### config.mk
export PLATFORM = sky130hd
export DESIGN_NAME = countdown_timer_flat
export DESIGN_NICKNAME = d
export VERILOG_FILES = /design/src/rtl/countdown_timer_if.sv /design/src/rtl/countdown_timer.sv /design/src/flat_wrapper.sv
export SDC_FILE = /design/constraint.sdc
export NUM_CORES = 1
export LEC_CHECK = 0
export BUFFER_PORTS_ARGS = -buffer_cell sky130_fd_sc_hd__buf_2
export CORE_MARGIN = 3
export CORE_UTILIZATION = 30
export CTS_BUF_LIST = sky130_fd_sc_hd__clkbuf_8 sky130_fd_sc_hd__clkbuf_16
export DETAILED_ROUTE_END_ITERATION = 7
export PLACE_DENSITY_LB_ADDON = 0.08
export SETUP_SLACK_MARGIN = 0.1
export SKIP_CTS_REPAIR_TIMING = 1
export SLEW_MARGIN = 20
export SYNTH_ARGS = -nofsm -noshare
export SYNTH_HDL_FRONTEND = slang
export SYNTH_SLANG_ARGS = --single-unit
### constraint.sdc
create_clock -name MCLK -period 2.3 [get_ports MCLK]
set_input_delay 0.115 -clock MCLK [delete_from_list [all_inputs] [get_ports MCLK]]
set_output_delay 0.115 -clock MCLK [all_outputs]
set_load 0.1 [all_outputs]
### src/rtl/countdown_timer_if.sv
// Purpose : groups the countdown timer's control inputs and status outputs into one bundle.
// Latency : n/a (wires only).
// Backpressure: none; the timer samples every control input on every clock edge.
//
// Signals:
//   LOADVAL       [15:0] countdown start value in seconds (driver -> timer)
//   nLOAD                active-low load strobe            (driver -> timer)
//   nSTART               active-low start strobe           (driver -> timer)
//   nPAUSE               active-low level hold             (driver -> timer)
//   TIMEREMAINING [15:0] seconds left                      (timer -> driver)
//   BUSY                 high while running or paused      (timer -> driver)
//   EXPIRED              expiry indication                 (timer -> driver)
// Modports: master = controlling side, slave = the timer itself.
interface countdown_timer_if;
  logic [15:0] LOADVAL;
  logic        nLOAD;
  logic        nSTART;
  logic        nPAUSE;
  logic [15:0] TIMEREMAINING;
  logic        BUSY;
  logic        EXPIRED;

  modport master (
    output LOADVAL,
    output nLOAD,
    output nSTART,
    output nPAUSE,
    input  TIMEREMAINING,
    input  BUSY,
    input  EXPIRED
  );

  modport slave (
    input  LOADVAL,
    input  nLOAD,
    input  nSTART,
    input  nPAUSE,
    output TIMEREMAINING,
    output BUSY,
    output EXPIRED
  );
endinterface

### src/rtl/countdown_timer.sv
// Purpose : seconds countdown timer with load/start/pause control and expiry flag.
// Latency : all outputs registered; a control strobe takes effect on the edge that samples it.
// Backpressure: none; nLOAD/nSTART/nPAUSE are sampled every MCLK edge.
//
// Ports:
//   MCLK    - the only clock, rising edge
//   nRESET  - synchronous active-low reset, overrides everything
//   bus     - countdown_timer_if.slave (LOADVAL, nLOAD, nSTART, nPAUSE in;
//             TIMEREMAINING, BUSY, EXPIRED out)
// Parameter PRESCALE: MCLK cycles per one-second tick (2 .. 2^24-1).
// Build option COUNTDOWN_AUTORELOAD_EN: when defined, expiry reloads the count
// from the shadow register and stays in RUN, pulsing EXPIRED for one cycle;
// when undefined, expiry goes to DONE and EXPIRED is held as a level.
module countdown_timer #(
  parameter int unsigned PRESCALE = 8192
) (
  input  logic                MCLK,
  input  logic                nRESET,
  countdown_timer_if.slave    bus
);

  typedef enum logic [1:0] {
    IDLE   = 2'd0,
    RUN    = 2'd1,
    PAUSED = 2'd2,
    DONE   = 2'd3
  } state_t;

  // Terminal prescaler value; the tick fires on the edge that sees it.
  localparam logic [23:0] PRESC_LAST = 24'(PRESCALE - 1);

  // Registers carry power-up values matching the reset values.
  state_t      state_q   = IDLE;
  logic [23:0] presc_q   = '0;
  logic [15:0] shadow_q  = '0;
  logic [15:0] tr_q      = '0;
  logic        busy_q    = 1'b0;
  logic        expired_q = 1'b0;

  state_t      state_d;
  logic [23:0] presc_d;
  logic [15:0] shadow_d;
  logic [15:0] tr_d;
  logic        busy_d;
  logic        expired_d;
  logic        count_en;

  // ------------------------------------------------------------------
  // Next-state and datapath
  // ------------------------------------------------------------------
  always_comb begin
    state_d   = state_q;
    presc_d   = presc_q;
    shadow_d  = shadow_q;
    tr_d      = tr_q;
    expired_d = expired_q;
    count_en  = 1'b0;

    case (state_q)
      IDLE, DONE: begin
        if (!bus.nLOAD) begin
          // Load wins over a simultaneous start; start needs a later edge.
          tr_d      = bus.LOADVAL;
          shadow_d  = bus.LOADVAL;
          expired_d = 1'b0;
          state_d   = IDLE;
        end else if ((state_q == IDLE) && !bus.nSTART) begin
          presc_d = '0;
          if (tr_q != 16'd0) begin
            state_d = RUN;
          end else begin
            // Nothing to count: expire immediately, also in auto-reload builds.
            state_d   = DONE;
            expired_d = 1'b1;
          end
        end
      end

      RUN: begin
        // Pause has priority, even on the edge that would otherwise tick.
        if (!bus.nPAUSE) begin
          state_d = PAUSED;
        end else begin
          count_en = 1'b1;
        end
      end

      PAUSED: begin
        // The resume edge itself counts, so a pause of N low cycles
        // delays expiry by exactly N cycles.
        if (bus.nPAUSE) begin
          state_d  = RUN;
          count_en = 1'b1;
        end
      end

      default: begin
        state_d = IDLE;
      end
    endcase

    // EXPIRED can only be high while counting as a one-cycle auto-reload
    // pulse; drop it on the next edge. In the level build it is already low.
    if ((state_q == RUN) || (state_q == PAUSED)) begin
      expired_d = 1'b0;
    end

    if (count_en) begin
      if (presc_q == PRESC_LAST) begin
        presc_d = '0;
        if (tr_q > 16'd1) begin
          tr_d = tr_q - 16'd1;
        end else if (tr_q == 16'd1) begin
          expired_d = 1'b1;
`ifdef COUNTDOWN_AUTORELOAD_EN
          tr_d      = shadow_q;
`else
          tr_d      = 16'd0;
          state_d   = DONE;
`endif
        end
        // tr_q == 0 cannot occur while counting; holding at 0 keeps the
        // count from wrapping.
      end else begin
        presc_d = presc_q + 24'd1;
      end
    end

    busy_d = (state_d == RUN) || (state_d == PAUSED);
  end

  // ------------------------------------------------------------------
  // State registers
  // ------------------------------------------------------------------
  always_ff @(posedge MCLK) begin
    if (!nRESET) begin
      state_q   <= IDLE;
      presc_q   <= '0;
      shadow_q  <= '0;
      tr_q      <= '0;
      busy_q    <= 1'b0;
      expired_q <= 1'b0;
    end else begin
      state_q   <= state_d;
      presc_q   <= presc_d;
      shadow_q  <= shadow_d;
      tr_q      <= tr_d;
      busy_q    <= busy_d;
      expired_q <= expired_d;
    end
  end

  assign bus.TIMEREMAINING = tr_q;
  assign bus.BUSY          = busy_q;
  assign bus.EXPIRED       = expired_q;

endmodule

### src/flat_wrapper.sv
// flat-port wrapper written by rule: the top's interface ports become plain ports
module countdown_timer_flat 
#(
  parameter int unsigned PRESCALE = 8192
)
  (MCLK, nRESET, bus_LOADVAL, bus_nLOAD, bus_nSTART, bus_nPAUSE, bus_TIMEREMAINING, bus_BUSY, bus_EXPIRED);
  countdown_timer_if bus_i ();
  input  logic MCLK;
  input  logic nRESET;
  input wire logic [$bits(bus_i.LOADVAL)-1:0] bus_LOADVAL;
  input wire logic [$bits(bus_i.nLOAD)-1:0] bus_nLOAD;
  input wire logic [$bits(bus_i.nSTART)-1:0] bus_nSTART;
  input wire logic [$bits(bus_i.nPAUSE)-1:0] bus_nPAUSE;
  output wire logic [$bits(bus_i.TIMEREMAINING)-1:0] bus_TIMEREMAINING;
  output wire logic [$bits(bus_i.BUSY)-1:0] bus_BUSY;
  output wire logic [$bits(bus_i.EXPIRED)-1:0] bus_EXPIRED;
  assign bus_i.LOADVAL = bus_LOADVAL;
  assign bus_i.nLOAD = bus_nLOAD;
  assign bus_i.nSTART = bus_nSTART;
  assign bus_i.nPAUSE = bus_nPAUSE;
  assign bus_TIMEREMAINING = bus_i.TIMEREMAINING;
  assign bus_BUSY = bus_i.BUSY;
  assign bus_EXPIRED = bus_i.EXPIRED;
  countdown_timer #(.PRESCALE(PRESCALE)) u_core (.MCLK(MCLK), .nRESET(nRESET), .bus(bus_i));
endmodule
==> results_dict.tcl, run 1 <==
set metrics [dict create \
    clockRootBuffer "clkbuf_8" \
    portBuffers 38 \
    rsz0062_at_grt "no" \
    routed_wl_um 7090 \
    hold_viol_final 0 \
    synth-seq-area-share 0.330 \
    wl_per_cell_um 15.0 \
    die_area_mm2 0.0101 \
    drv_slew 0 \
    ys_seq_elements 44 \
    final-setup-viol-count 0 \
    drive_gt1_frac 0.288 \
    finalNetCount 395 \
    synth_ff_type "dfxtp_1" \
    hp-class "in -> reg" \
    ys_types 51 \
    max_freq_ghz 0.496 \
    async_flop_share 0 \
    crit_required_ns 2.53 \
    grt_max_degree 39 \
    grt_pass1_vias 2292 \
    nFillCells 940 \
    core_mm2 0.00842 \
    synthToLayoutAreaGrowth_pct 19.9 \
    whs_ns 0.186 \
    worst_setup_path_end_kind "flip-flop" \
    ant_nets 0 \
    avgViaCountPerCell 5.22 \
    path_class "reg -> reg" \
    layout_common_cells "40 x nand2_1, 38 x buf_2, 30 x dfxtp_1, 18 x buf_4, 15 x a31oi_1" \
    power.density_mw_per_mm2 563 \
    final_common_cell "nand2_1" \
    initialDrtViolationCount 99 \
    ios 39 \
    antenna_found_initial 0 \
    fp.dieH_um 100 \
    clock-sinks 44 \
    rows 33 \
    initial_core_util 0.317 \
    crit_arrival_ns 2.24 \
    drcViolationCount 0 \
    regArea_um2 898 \
    clk_pin_slew_ns 0.09 \
    synth_cells 315 \
    p_leak_nw 1.34 \
    reg2reg_slack_ns 0.28 \
    status "complete, no violations" \
    clk_path_buf_depth 2 \
    vias 2469 \
    power.total_mw 1.80 \
    insertion_delay_ns 0.30 \
    track_usage 0.145 \
    cts_tree "done" \
    fin_setup_tns_ns 0 \
    dpl.cell_count 463 \
    stdcell_count 473 \
    htree_levels 2 \
    synth_top_cell_by_area "dfxtp_1" \
    finalCriticalPeriod_ns 2.02 \
    yosysTopAreaCellShare 0.330 \
    fin_crit_sh 0.876 \
    yosysWarnings 0 \
    worstSetupStartpointType "flip-flop" \
    crit_fanout 11 \
    antennaDiodeCount 0 \
    final.setup_skew_ns 0.0112 \
    routabilityCongestion 0.760 \
    synth_edf_count 0 \
    syn_avg_cell_area_um2 8.47 \
    overflow 0 \
    hpwl_um 5050 \
    numCtsBuffers 5 \
    slew_headroom 0.626 \
    netlist_area_mm2 0.00267 \
    max_cap_violations 0 \
    multi_input_area_mm2 0.00170 \
    grt_pass1_wl_um 11800 \
    tightestPinTransition_ns 0.562 \
    synth.area.top_cells "dfxtp_1 33%, mux2_2 5.9%, nand2_1 5.6%" \
    ir_worst_vdd_mv 0.247 \
    synth_nets 343 \
    die_x_um 100 \
    drt_pre_antenna_iters 4 \
]
[cells in the mapped netlist (2+ instances only)]
cell type and n:
o21ai_0 14, xnor2_1 7, nor3_1 3, dfxtp_1 44, o22ai_1 9, clkbuf_1 5
mux2_2 14, nor2_1 14, and3_2 3, mux2i_1 2, inv_1 9, ha_1 7
o21a_1 3, a22o_1 5, a41oi_1 2, nor4_4 2, nor4_1 6, nand4_1 11
and2_1 3, a21oi_1 10, o21ai_1 3, and3_1 13, buf_2 3, a21boi_0 3
nand2_1 40, nand3b_1 2, nand2b_1 4, and4_1 2, nand4b_1 3, nor2b_1 6
a22oi_1 2, xor2_1 10, buf_6 3, or4_4 2, and4b_1 2, a21o_1 2
nand3_1 14, a31oi_1 15
[metal layers]
layer,global-route usage,vias up,wire (um)
met2,0.225,48,3200
met3,0.0327,5,305
li1,-,1268,-
met1,0.203,1148,3530
met5,0,-,0
met4,0.0363,0,54
[power breakdown]
group	leakage (nW)	switching, mW	total [mW]	internal, mW
clock	0.0538	0.278	0.515	0.237
combinational	0.923	0.313	0.461	0.147
sequential	0.363	0.0355	0.824	0.788
total	1.34	0.627	1.80	1.17
[stage by stage]
stage	worst slack (ns)	utilization	instance area, um^2
final	0.285	0.380	3200
after global routing	0.132	0.380	3200
after CTS	0.110	0.376	3170
after detailed placement	0.149	0.365	3080
after global placement	0.196	0.365	3080
after floorplan	0.105	-	2690
[path summary, 6_finish.rpt]
| path | endpoint | startpoint | cells after the start |
|---|---|---|---|
| min reg2reg | u_core.presc_q[7] | u_core.presc_q[7] | 1 |
| min | u_core.bus.TIMEREMAINING[0] | bus_LOADVAL[0] | 5 |
| max reg2reg | u_core.presc_q[7] | u_core.state_q[0] | 8 |
| max | u_core.presc_q[7] | u_core.state_q[0] | 8 |
[layout make-up]
cell class / count / area share
tap: 105 / 0.0411
sequential: 44 / 0.281
timing repair buffer: 57 / 0.108
clock buffer: 6 / 0.0258
inverter: 9 / 0.0106
multi-input combinational: 250 / 0.531
clock inverter: 2 / 0.00235
[sequential cells by signal (all words and copies together) (netlist names)]
register / count
u_core.state_q: 2
u_core.presc_q: 24
u_core.bus.EXPIRED: 1
u_core.bus.BUSY: 1
u_core.bus.TIMEREMAINING: 16
[critical path, cell delays in order, from the launching register on]
cell     delay, ns
dfxtp_1       0.40
inv_1         0.08
ha_1          0.35
and2_1        0.22
nand2_1       0.12
a21oi_4       0.29
buf_4         0.23
o21ai_0       0.09
a31oi_1       0.17
[kinds of logic (layout without fill, tap and decap cells)]
| kind of cell | count (synthesis) | after routing | synth area share |
|---|---|---|---|
| mux | 16 | 16 | 0.0666 |
| fa+ha+maj | 7 | 7 | 0.0328 |
| compound gates | 75 | 75 | 0.185 |
| simple gates | 135 | 135 | 0.288 |
| buf+inv | 21 | 74 | 0.0408 |
| flops | 44 | 44 | 0.330 |
| xor+xnor | 17 | 17 | 0.0558 |
No activity file was read; power rests on OpenSTA's default activity.
==> run 2, diff against run 1 <==
--- a/config.mk
+++ b/config.mk
@@ -11,4 +11,5 @@
 export CTS_BUF_LIST = sky130_fd_sc_hd__clkbuf_8 sky130_fd_sc_hd__clkbuf_16
 export DETAILED_ROUTE_END_ITERATION = 7
+export MAX_ROUTING_LAYER = met4
 export PLACE_DENSITY_LB_ADDON = 0.08
 export SETUP_SLACK_MARGIN = 0.1
==> constraint.sdc (replaced) <==
create_clock -name MCLK -period 2.3 [get_ports MCLK]
set_input_delay 0.46 -clock MCLK [delete_from_list [all_inputs] [get_ports MCLK]]
set_output_delay 0.46 -clock MCLK [all_outputs]
set_load 0.1 [all_outputs]
==> results_dict.tcl, run 2 (synthesis results as in run 1) <==
set metrics [dict create \
    initialDrtViolationCount 132 \
    clockRootBuffer "clkbuf_8" \
    vias 2493 \
    drcViolationCount 0 \
    slowest_delay_ns 0.40 \
    reg2reg_slack_ns 0.28 \
    min_to "u_core.presc_q[23]" \
    antenna_found_initial 0 \
    crit_fanout 8 \
    final_area_mm2 0.00320 \
    dpl.cell_count 464 \
    hpwl_um 5100 \
    htree_levels 2 \
    max_freq_ghz 0.496 \
    grt_pass1_wl_um 11700 \
    multi_input_area_mm2 0.00170 \
    nFillCells 916 \
    drive_gt1_frac 0.288 \
    clock-sinks 44 \
    finalCriticalPeriod_ns 2.02 \
    die_area_mm2 0.0101 \
    max_cap_violations 0 \
    cts_tree "done" \
    largest_reg_flops 24 \
    crit_required_ns 2.50 \
    antennaDiodeCount 0 \
    tightestPinTransition_ns 0.565 \
    routed_wl_um 7040 \
    pre_cts_ws_ns 0.143 \
    grt_pass1_vias 2379 \
    path_class "reg -> reg" \
    overflow 0 \
    slew_headroom 0.623 \
    clk_pin_slew_ns 0.09 \
    drt_pre_antenna_iters 4 \
    crit_arrival_ns 2.22 \
    utilization 0.380 \
    power.total_mw 1.81 \
    worst_setup_path_end_kind "flip-flop" \
    fin_setup_tns_ns 0 \
    regArea_um2 898 \
    whs_ns 0.485 \
    hp-class "reg -> reg" \
    cp_slowest_cell "dfxtp_1" \
    stdcell_count 473 \
    synthToLayoutAreaGrowth_pct 20.0 \
    ir_worst_vdd_mv 0.302 \
    die_x_um 100 \
    reg2reg_from "u_core.state_q[0]" \
    ant_nets 0 \
    rr_worst_depth 7 \
    worst_slack_ns 0.282 \
    initial_core_util 0.317 \
    power.density_mw_per_mm2 566 \
    rows 33 \
    fp.dieH_um 100 \
    wl_per_cell_um 14.9 \
    hold_depth 1 \
    placed_area_mm2 0.00308 \
    final-setup-viol-count 0 \
    ios 39 \
    path_cells "inv_1, ha_1, nor2b_1, a21oi_1, and2_1, a21o_1, a22o_1" \
    hp-start "u_core.presc_q[23]" \
    status "complete, no violations" \
    final.setup_skew_ns 0.0116 \
    drv_slew 0 \
    insertion_delay_ns 0.30 \
    routabilityCongestion 0.774 \
    worstSetupStartpointType "flip-flop" \
    layout_common_cells "40 x nand2_1, 38 x buf_2, 30 x dfxtp_1, 18 x buf_4, 15 x a31oi_1" \
    p_leak_nw 1.33 \
    hold_viol_final 0 \
    rsz0062_at_grt "no" \
    reg2reg_to "u_core.presc_q[14]" \
    finalNetCount 395 \
    portBuffers 38 \
    regMostFlops "u_core.presc_q" \
    track_usage 0.148 \
    final_common_cell "nand2_1" \
    numCtsBuffers 5 \
    grt_max_degree 39 \
    clk_path_buf_depth 2 \
    core_mm2 0.00842 \
    avgViaCountPerCell 5.27 \
    fin_crit_sh 0.877 \
]
==> run 2: cell count changes in the layout (fill, tap and decap cells not counted), sizes merged <==
cell | previous run | this run
clkinvlp | 0 | 1
inv | 11 | 10
==> run 2: critical path: cells and delay by family (launching register included) <==
kind | cells | cell delay (ns)
AOI/OAI and AO/OA | 3 | 0.56
adders and majority gates | 1 | 0.34
buffers and inverters | 1 | 0.08
DFF | 1 | 0.40
and+or+nand+nor | 2 | 0.54
==> run 2: worst max-delay path by stage <==
stage	from	end	slack [ns]	cells past startpoint
finish	u_core.state_q[0]	u_core.presc_q[14]	0.28	7
global route	u_core.state_q[1]	u_core.presc_q[7]	0.11	8
CTS	u_core.state_q[0]	u_core.presc_q[7]	0.12	8
detailed placement	u_core.state_q[0]	u_core.presc_q[7]	0.14	8
global placement	u_core.state_q[0]	u_core.presc_q[7]	0.20	8
floorplan	u_core.bus.TIMEREMAINING[2]	u_core.bus.BUSY	0.10	6
==> run 2: power by group <==
| group | leakage [nW] | switching [mW] | total (mW) | internal [mW] |
|---|---|---|---|---|
| logic | 0.923 | 0.315 | 0.462 | 0.148 |
| registers | 0.363 | 0.0336 | 0.822 | 0.788 |
| clock network | 0.0486 | 0.285 | 0.526 | 0.240 |
| total | 1.33 | 0.633 | 1.81 | 1.18 |
==> run 2: area by class of cell <==
class                      count  share of cell area
tap                          105              0.0410
timing repair buffer          57               0.108
clock buffer                   6              0.0258
sequential                    44               0.281
clock inverter                 2             0.00352
inverter                       9              0.0106
multi-input combinational    250               0.530
==> run 2: per-layer routing <==
| layer | global-route usage | wire (um) |
|---|---|---|
| met5 | - | 0 |
| met4 | 0.0404 | 68 |
| met3 | 0.0257 | 256 |
| met2 | 0.230 | 3220 |
| met1 | 0.198 | 3500 |
